`src/rtl/alu_share_ctrl.sv`:
```
// Time-shares one combinational ALU between two requesters with round-robin arbitration.
// Operands are registered onto the ALU, y is captured after EXEC_CYCLES and held until rsp_ready.
module alu_share_ctrl #(
  parameter int EXEC_CYCLES = 1,
  parameter int CNT_W       = 16
) (
  input  logic             clk,
  input  logic             rst,
  input  logic             req0_valid,
  output logic             req0_ready,
  input  logic [15:0]      req0_a,
  input  logic [15:0]      req0_b,
  input  logic [2:0]       req0_sel,
  input  logic             req1_valid,
  output logic             req1_ready,
  input  logic [15:0]      req1_a,
  input  logic [15:0]      req1_b,
  input  logic [2:0]       req1_sel,
  output logic [15:0]      alu_a,
  output logic [15:0]      alu_b,
  output logic [2:0]       alu_sel,
  input  logic [16:0]      alu_y,
  output logic             rsp_valid,
  input  logic             rsp_ready,
  output logic [16:0]      rsp_data,
  output logic             rsp_id,
  output logic             busy,
  output logic [CNT_W-1:0] op_count0,
  output logic [CNT_W-1:0] op_count1
);

  typedef enum logic [1:0] {IDLE = 2'd0, EXEC = 2'd1, RESP = 2'd2} state_t;

  localparam logic [3:0] EXEC_LOAD = 4'(EXEC_CYCLES - 1);

  state_t           state_q;
  logic             last_q;
  logic             gnt_id_q;
  logic [3:0]       exec_cnt_q;
  logic [15:0]      alu_a_q;
  logic [15:0]      alu_b_q;
  logic [2:0]       alu_sel_q;
  logic             rsp_valid_q;
  logic [16:0]      rsp_data_q;
  logic             rsp_id_q;
  logic [CNT_W-1:0] op_count0_q, op_count0_d;
  logic [CNT_W-1:0] op_count1_q, op_count1_d;

  logic grant0, grant1, hs0, hs1, rsp_hs;

  // On a tie the requester that was not served last wins.
  always_comb begin
    grant0 = req0_valid && (!req1_valid || last_q);
    grant1 = req1_valid && (!req0_valid || !last_q);
  end

  assign req0_ready = (state_q == IDLE) && !rst && grant0;
  assign req1_ready = (state_q == IDLE) && !rst && grant1;
  assign hs0        = req0_valid && req0_ready;
  assign hs1        = req1_valid && req1_ready;
  assign rsp_hs     = (state_q == RESP) && rsp_valid_q && rsp_ready;

  always_comb begin
    op_count0_d = op_count0_q;
    op_count1_d = op_count1_q;
    if (rsp_hs) begin
      if (!rsp_id_q && (op_count0_q != '1)) op_count0_d = op_count0_q + CNT_W'(1);
      if (rsp_id_q && (op_count1_q != '1))  op_count1_d = op_count1_q + CNT_W'(1);
    end
  end

  always_ff @(posedge clk) begin
    if (rst) begin
      state_q     <= IDLE;
      last_q      <= 1'b1;
      gnt_id_q    <= 1'b0;
      exec_cnt_q  <= 4'd0;
      alu_a_q     <= 16'd0;
      alu_b_q     <= 16'd0;
      alu_sel_q   <= 3'd0;
      rsp_valid_q <= 1'b0;
      rsp_data_q  <= 17'd0;
      rsp_id_q    <= 1'b0;
      op_count0_q <= '0;
      op_count1_q <= '0;
    end else begin
      op_count0_q <= op_count0_d;
      op_count1_q <= op_count1_d;
      case (state_q)
        IDLE: begin
          if (hs0 || hs1) begin
            alu_a_q    <= hs1 ? req1_a : req0_a;
            alu_b_q    <= hs1 ? req1_b : req0_b;
            alu_sel_q  <= hs1 ? req1_sel : req0_sel;
            gnt_id_q   <= hs1;
            last_q     <= hs1;
            exec_cnt_q <= EXEC_LOAD;
            state_q    <= EXEC;
          end
        end
        EXEC: begin
          if (exec_cnt_q == 4'd0) begin
            rsp_data_q  <= alu_y;
            rsp_id_q    <= gnt_id_q;
            rsp_valid_q <= 1'b1;
            state_q     <= RESP;
          end else begin
            exec_cnt_q <= exec_cnt_q - 4'd1;
          end
        end
        RESP: begin
          if (rsp_ready) begin
            rsp_valid_q <= 1'b0;
            state_q     <= IDLE;
          end
        end
        default: state_q <= IDLE;
      endcase
    end
  end

  assign alu_a     = alu_a_q;
  assign alu_b     = alu_b_q;
  assign alu_sel   = alu_sel_q;
  assign rsp_valid = rsp_valid_q;
  assign rsp_data  = rsp_data_q;
  assign rsp_id    = rsp_id_q;
  assign busy      = (state_q != IDLE);
  assign op_count0 = op_count0_q;
  assign op_count1 = op_count1_q;

endmodule

```
`config.mk`:
```
export PLATFORM = sky130hd
export DESIGN_NAME = alu_share_ctrl
export DESIGN_NICKNAME = d
export VERILOG_FILES = /design/src/rtl/alu_share_ctrl.sv
export SDC_FILE = /design/constraint.sdc
export NUM_CORES = 1
export LEC_CHECK = 0
export ABC_AREA = 0
export CORE_MARGIN = 2
export CORE_UTILIZATION = 43
export DETAILED_ROUTE_END_ITERATION = 12
export MAX_ROUTING_LAYER = met4
export PLACE_DENSITY = 0.77
export SLEW_MARGIN = 20
export SYNTH_ARGS = -nofsm -noshare
export SYNTH_HDL_FRONTEND = slang
export SYNTH_SLANG_ARGS = --single-unit
```
`constraint.sdc`:
```
create_clock -name clk -period 2.9 [get_ports clk]
set_input_delay 0.58 -clock clk [delete_from_list [all_inputs] [get_ports clk]]
set_output_delay 0.58 -clock clk [all_outputs]
set_load 0.01 [all_outputs]
```
Word-level counts from Yosys, hierarchy flattened
Index checks and enable logic that the tools add are counted.
{"block": "word_totals", "register_bits": 94, "inputBits": 92, "output_inout_bits": 89}
{"block": "classes", "add_sub_neg": 3, "n_eq_ne": 8, "mux": 13, "n_reduce_logical": 31}
{"cell": "$add 16x1->16 const B", "n": 2}
{"cell": "$mux 16", "n": 2}
{"cell": "$ne 16x16->1 const B", "n": 2}
{"cell": "$logic_and 1x1->1", "n": 11}
{"cell": "$reduce_and 3->1", "n": 3}
{"cell": "$mux 4", "n": 2}
{"cell": "$pmux 4 s2", "n": 1}
{"cell": "$reduce_and 2->1", "n": 4}
{"cell": "$mux 2", "n": 3}
{"cell": "$ne 2x2->1 const B", "n": 3}
{"cell": "$pmux 2 s3", "n": 1}
{"cell": "$reduce_bool 2->1", "n": 3}
{"cell": "$logic_not 1->1", "n": 5}
{"cell": "$logic_not 4->1", "n": 1}
{"cell": "$sub 4x1->4 const B", "n": 1}
{"cell": "$logic_or 1x1->1", "n": 3}
{"cell": "$mux 3", "n": 1}
{"cell": "$eq 2x1->1 const B", "n": 1}
{"cell": "$eq 2x2->1 const B", "n": 1}
{"cell": "$logic_not 2->1", "n": 1}
{"cell": "$mux 1", "n": 2}
{"cell": "$ne 2x1->1 const B", "n": 1}
{"cell": "$pmux 1 s2", "n": 1}

Longest topological paths before layout
{"block": "logic_depth", "ltp_word": 8, "mapped_depth": 8}

Least setup slack after synthesis
No wires, ideal clock.
{"block": "synth_timing", "path_type": "input to output", "startpoint": "in req0_valid", "endpoint": "out req0_ready", "arrival_ns": 1.473, "required_time_ns": 2.320, "path_slack_ns": 0.847, "cell_stages": 4, "path_buffers": 2, "cell_sequence": "or3b_4 nor3_2 buf_6 buf_12"}
{"block": "synth_between", "elab_chain_len": 2}
{"item": "start: declaration", "line": "9", "text": "input logic req0_valid,"}
{"item": "$logic_and 1x1->1", "line": "53", "text": "grant0 = req0_valid && (!req1_valid || last_q);"}
{"item": "$logic_and 1x1->1", "line": "57", "text": "assign req0_ready = (state_q == IDLE) && !rst && grant0;"}
{"item": "end: declaration", "line": "10", "text": "output logic req0_ready,"}
No other way between the ends.

Final worst setup path
{"block": "layout_timing", "startpoint": "in req0_valid", "endpoint": "out req1_ready"}
{"block": "layout_between", "elab_chain_len": 4}
{"item": "$logic_not 1->1", "line": "54", "text": "grant1 = req1_valid && (!req0_valid || !last_q);"}
{"item": "$logic_or 1x1->1", "line": "54"}
{"item": "$logic_and 1x1->1", "line": "54"}
{"item": "$logic_and 1x1->1", "line": "58", "text": "assign req1_ready = (state_q == IDLE) && !rst && grant1;"}
{"item": "end: declaration", "line": "15", "text": "output logic req1_ready,"}
No other way between the ends.

==> summary by stage <==
Floorplan
The cell row count is 36. The initial utilization of the core area, before any placement, comes to 0.4457. In this run the vertical extent of the chip is 105.1 um.

In this run the horizontal extent of the chip is 105.1 um. The placeable core region is 9864 um^2. The I/O pin count is 181. The floorplan step defined a die boundary enclosing 11050 um^2.

Clock tree
CTS built an H-tree with a depth of 3. The number of buffers created by CTS is 9. The source-to-sink clock delay at the later pin of the worst-skew pair is 360 ps. Buffers inserted to repair hold after CTS numbered 0. The maximum buffer depth of the clock tree is 2. The clock drives 94 sinks. The TritonCTS clock tree is yes. The clock-pin slew of the registers on the worst-case setup and hold paths is 80 ps. The CTS root buffer is sky130_fd_sc_hd__clkbuf_8.

Finish
0 antenna diodes ended up in the layout. The number of fill cells is 840. In the final layout, the multi-input gates occupy 2296 um^2. From synthesis to final layout, the design area changed by 46.78%.

The final layout net count is 760. Once layout is done, the placed cells without fillers occupy 6454 um^2. The register cell area after layout is 1882 um^2. In the final layout, the share of cells above drive strength 1 is 0.05232.

Logic synthesis
When the netlist entered floorplanning its net count stood at 593. The number of enable flip-flop cells after synthesis is 0. The share of synthesized area in the top cell type comes to 0.4280. In the post-synthesis netlist, the biggest area contributors are sky130_fd_sc_hd__dfxtp_1, sky130_fd_sc_hd__mux2i_1, sky130_fd_sc_hd__a211oi_1, sky130_fd_sc_hd__a21oi_1, sky130_fd_sc_hd__nand2_1. The dominant register cell in the synthesized netlist is sky130_fd_sc_hd__dfxtp_1. The most common cell in the synthesized netlist is sky130_fd_sc_hd__dfxtp_1. The count of synthesis-stage warnings from yosys is 0. The number of instances in the synthesized netlist is 498.

The synthesized design spends more area on one cell type than any other, namely sky130_fd_sc_hd__dfxtp_1. The post-synthesis instance area is 4397 um^2. The number of distinct standard cells referenced by the synthesized netlist is 56. The sequential-to-total area share from yosys stat is 0.4280. Counting flops and latches in the post-synthesis netlist gives 94. The commonest cells after synthesis are sky130_fd_sc_hd__dfxtp_1, sky130_fd_sc_hd__nand2_1, sky130_fd_sc_hd__nor2_1. In the synthesized netlist the async set-or-reset flop fraction comes to 0. The average cell area after synthesis is 8.829 um^2.

Setup path
The destination of the worst register-to-register timing path is alu_b[1]. The slowest cell on the critical path is sky130_fd_sc_hd__clkdlybuf4s50_1. The critical path is of the input port to primary output type. The highest net fanout along the worst path is 3. The worst register-to-register path has a depth of 5.

In this design, the critical path's most frequently occurring cell is sky130_fd_sc_hd__clkdlybuf4s50_1. The critical path goes through clkdlybuf4s50_1, a21oi_1, nand3_2, inv_1, clkdlybuf4s50_1. The origin of the critical flop-to-flop path is state_q[0]. Data on the critical path is required at its endpoint by 2320 ps. STA classifies the critical path endpoint as a primary output. STA puts the critical path data arrival time at 1920 ps. The maximum cell stage delay along the critical path is 560 ps. STA classifies the critical path startpoint as an input port. The worst register-to-register path has a setup slack of 750 ps.

Drt
The iteration-0 DRC count of the detailed router is 180. The post-detailed-route DRC marker count is 0. The first TritonRoute pass finished after 4 iterations. Dividing the detail-routed wire length by the instance count gives 15.50 um. The routed wire length is 12.43 mm. The number of vias per cell is 5.428. The total via count in the routed design is 4353. The count of nets left with antenna violations once routing finished came out at 0.

Placed design
Port buffering added 180 buffers. Summed over all nets, the half-perimeter wirelength after detailed placement is 8.994 mm. The weighted congestion at the end of routability-driven global placement is 0.8215. The placed cell area is 6248 um^2.

STA
Setup violations remaining at the end of the flow were counted as 0. The post-route clock period utilization is 0.8617. The sum of negative setup slack is 0 ps. Clock skew on the completed layout was measured at 7.197 ps.

The count of final max-slew check failures is 0. The actual slew at the worst max-slew pin is 703.4 ps. The worst relative slew slack is 0.5311. For the finished layout, the period the worst path requires is 2499 ps.

Setup repair after global routing left no endpoint under its margin. Based on the critical path, the design can be clocked at up to 400.2 MHz. The number of endpoints with negative hold slack in the final report is 0.

Pwr
The cell leakage power is 2.219 nW. The maximum vdd ir drop is 0.2892 mV. Dividing total power by cell area gives a power density of 562.5 nW/um^2.

Global route
The number of global-route vias before repair came to 4273. For this run, the total global-route usage over all layers was measured as 0.2295. The global-route wire length before repair is 20.09 mm. The final global-route overflow total is 0. Entering global routing, the biggest net connects 72 pins. The number of antenna violations at the first check in global routing is 0.

Hold path
The hold-critical path depth is 2. The worst hold path terminates at rsp_data[10]. In this run the most critical hold path is launched from rsp_data[10]. The path type of the worst min-delay path is register to register.

Outcome
The run finished with clean final reports.

Run
Across the run, the number of max-cap violations was 0.
==> sequential cells by signal (all words and copies together) (netlist names) <==
register / cells
op_count1: 16
gnt_id_q: 1
rsp_valid: 1
rsp_data: 17
state_q: 2
alu_b: 16
rsp_id: 1
alu_sel: 3
op_count0: 16
exec_cnt_q: 4
alu_a: 16
last_q: 1
==> where the power goes <==
group / internal, mW / switching (mW) / leakage, nW / total (mW)
Sequential: 1.46 / 0.110 / 0.766 / 1.57
Combinational: 0.597 / 0.531 / 1.35 / 1.13
Clock: 0.478 / 0.450 / 0.106 / 0.927
==> how the worst max path moves through the flow <==
stage	start	to	slack, ps	cells after the start
after floorplan	req0_valid	req0_ready	850	4
final	req0_valid	req1_ready	400	5
after CTS	req0_valid	req0_ready	3	4
after detailed placement	req0_valid	req0_ready	10	4
after global placement	req0_valid	req0_ready	8	4
after global routing	req0_valid	req1_ready	300	5
==> layout make-up <==
class / instances / share of cell area
clock buffers: 10 / 0.01978
clock inverters: 5 / 0.01163
inverters: 12 / 0.006979
multi-input cells: 360 / 0.3558
flip-flops and latches: 94 / 0.2916
well taps: 133 / 0.02579
repair buffers: 188 / 0.2885
==> layer usage <==
metal  track usage  part of all wire  routed length, um
met1        0.2644              0.42               5218
met2        0.3789              0.49               6144
met3       0.05178             0.061                754
met4        0.1076             0.025                315
met5             -                 0                  0
==> repair_timing <==
action	CTS	global route
setup endpoints to repair	0	1
setup buffers	0	0
gates resized for setup	0	1
==> logic make-up after synthesis <==
group                    count (synthesis)  share of synthesized area
buffers and inverters                   44                    0.05236
AO/OA/AOI/OAI                          124                     0.1850
flip-flops                              94                     0.4280
adder cells (fa/ha/maj)                  3                   0.008538
multiplexers                            41                    0.09533
AND/OR/NAND/NOR                        192                     0.2308
==> per-stage QoR <==
stage / power [mW] / instances / hold WS (ps) / util / setup slack, ps
after global placement: 2.703 / 787 / 441.5 / 0.6334 / 8.457
after detailed placement: 2.736 / 787 / 445.7 / 0.6334 / 12.29
final: 3.631 / 802 / 455.3 / 0.6542 / 401.2
after floorplan: 2.195 / 498 / 432.2 / - / 847.4
after global routing: 3.827 / 802 / 482.1 / 0.6542 / 297.5
after CTS: 3.668 / 802 / 457.7 / 0.6540 / 2.952
==> placed cells by master, fill, tap and decap left out, drive strengths merged, types with 13 or more instances in the layout <==
cell type,Yosys,routed
mux2i,34,34
nor2,50,50
a211oi,36,36
or4,14,14
o31ai,13,13
nand2,57,57
nand3,14,14
a21oi,43,43
dfxtp,94,94
clkdlybuf4s50,0,178
==> worst max-delay path: cells and delay by family <==
family          cells  cell delay, ps
buf+inv             3            1060
compound gates      1             180
simple gates        1             100
(Power assumes the default switching activity.)
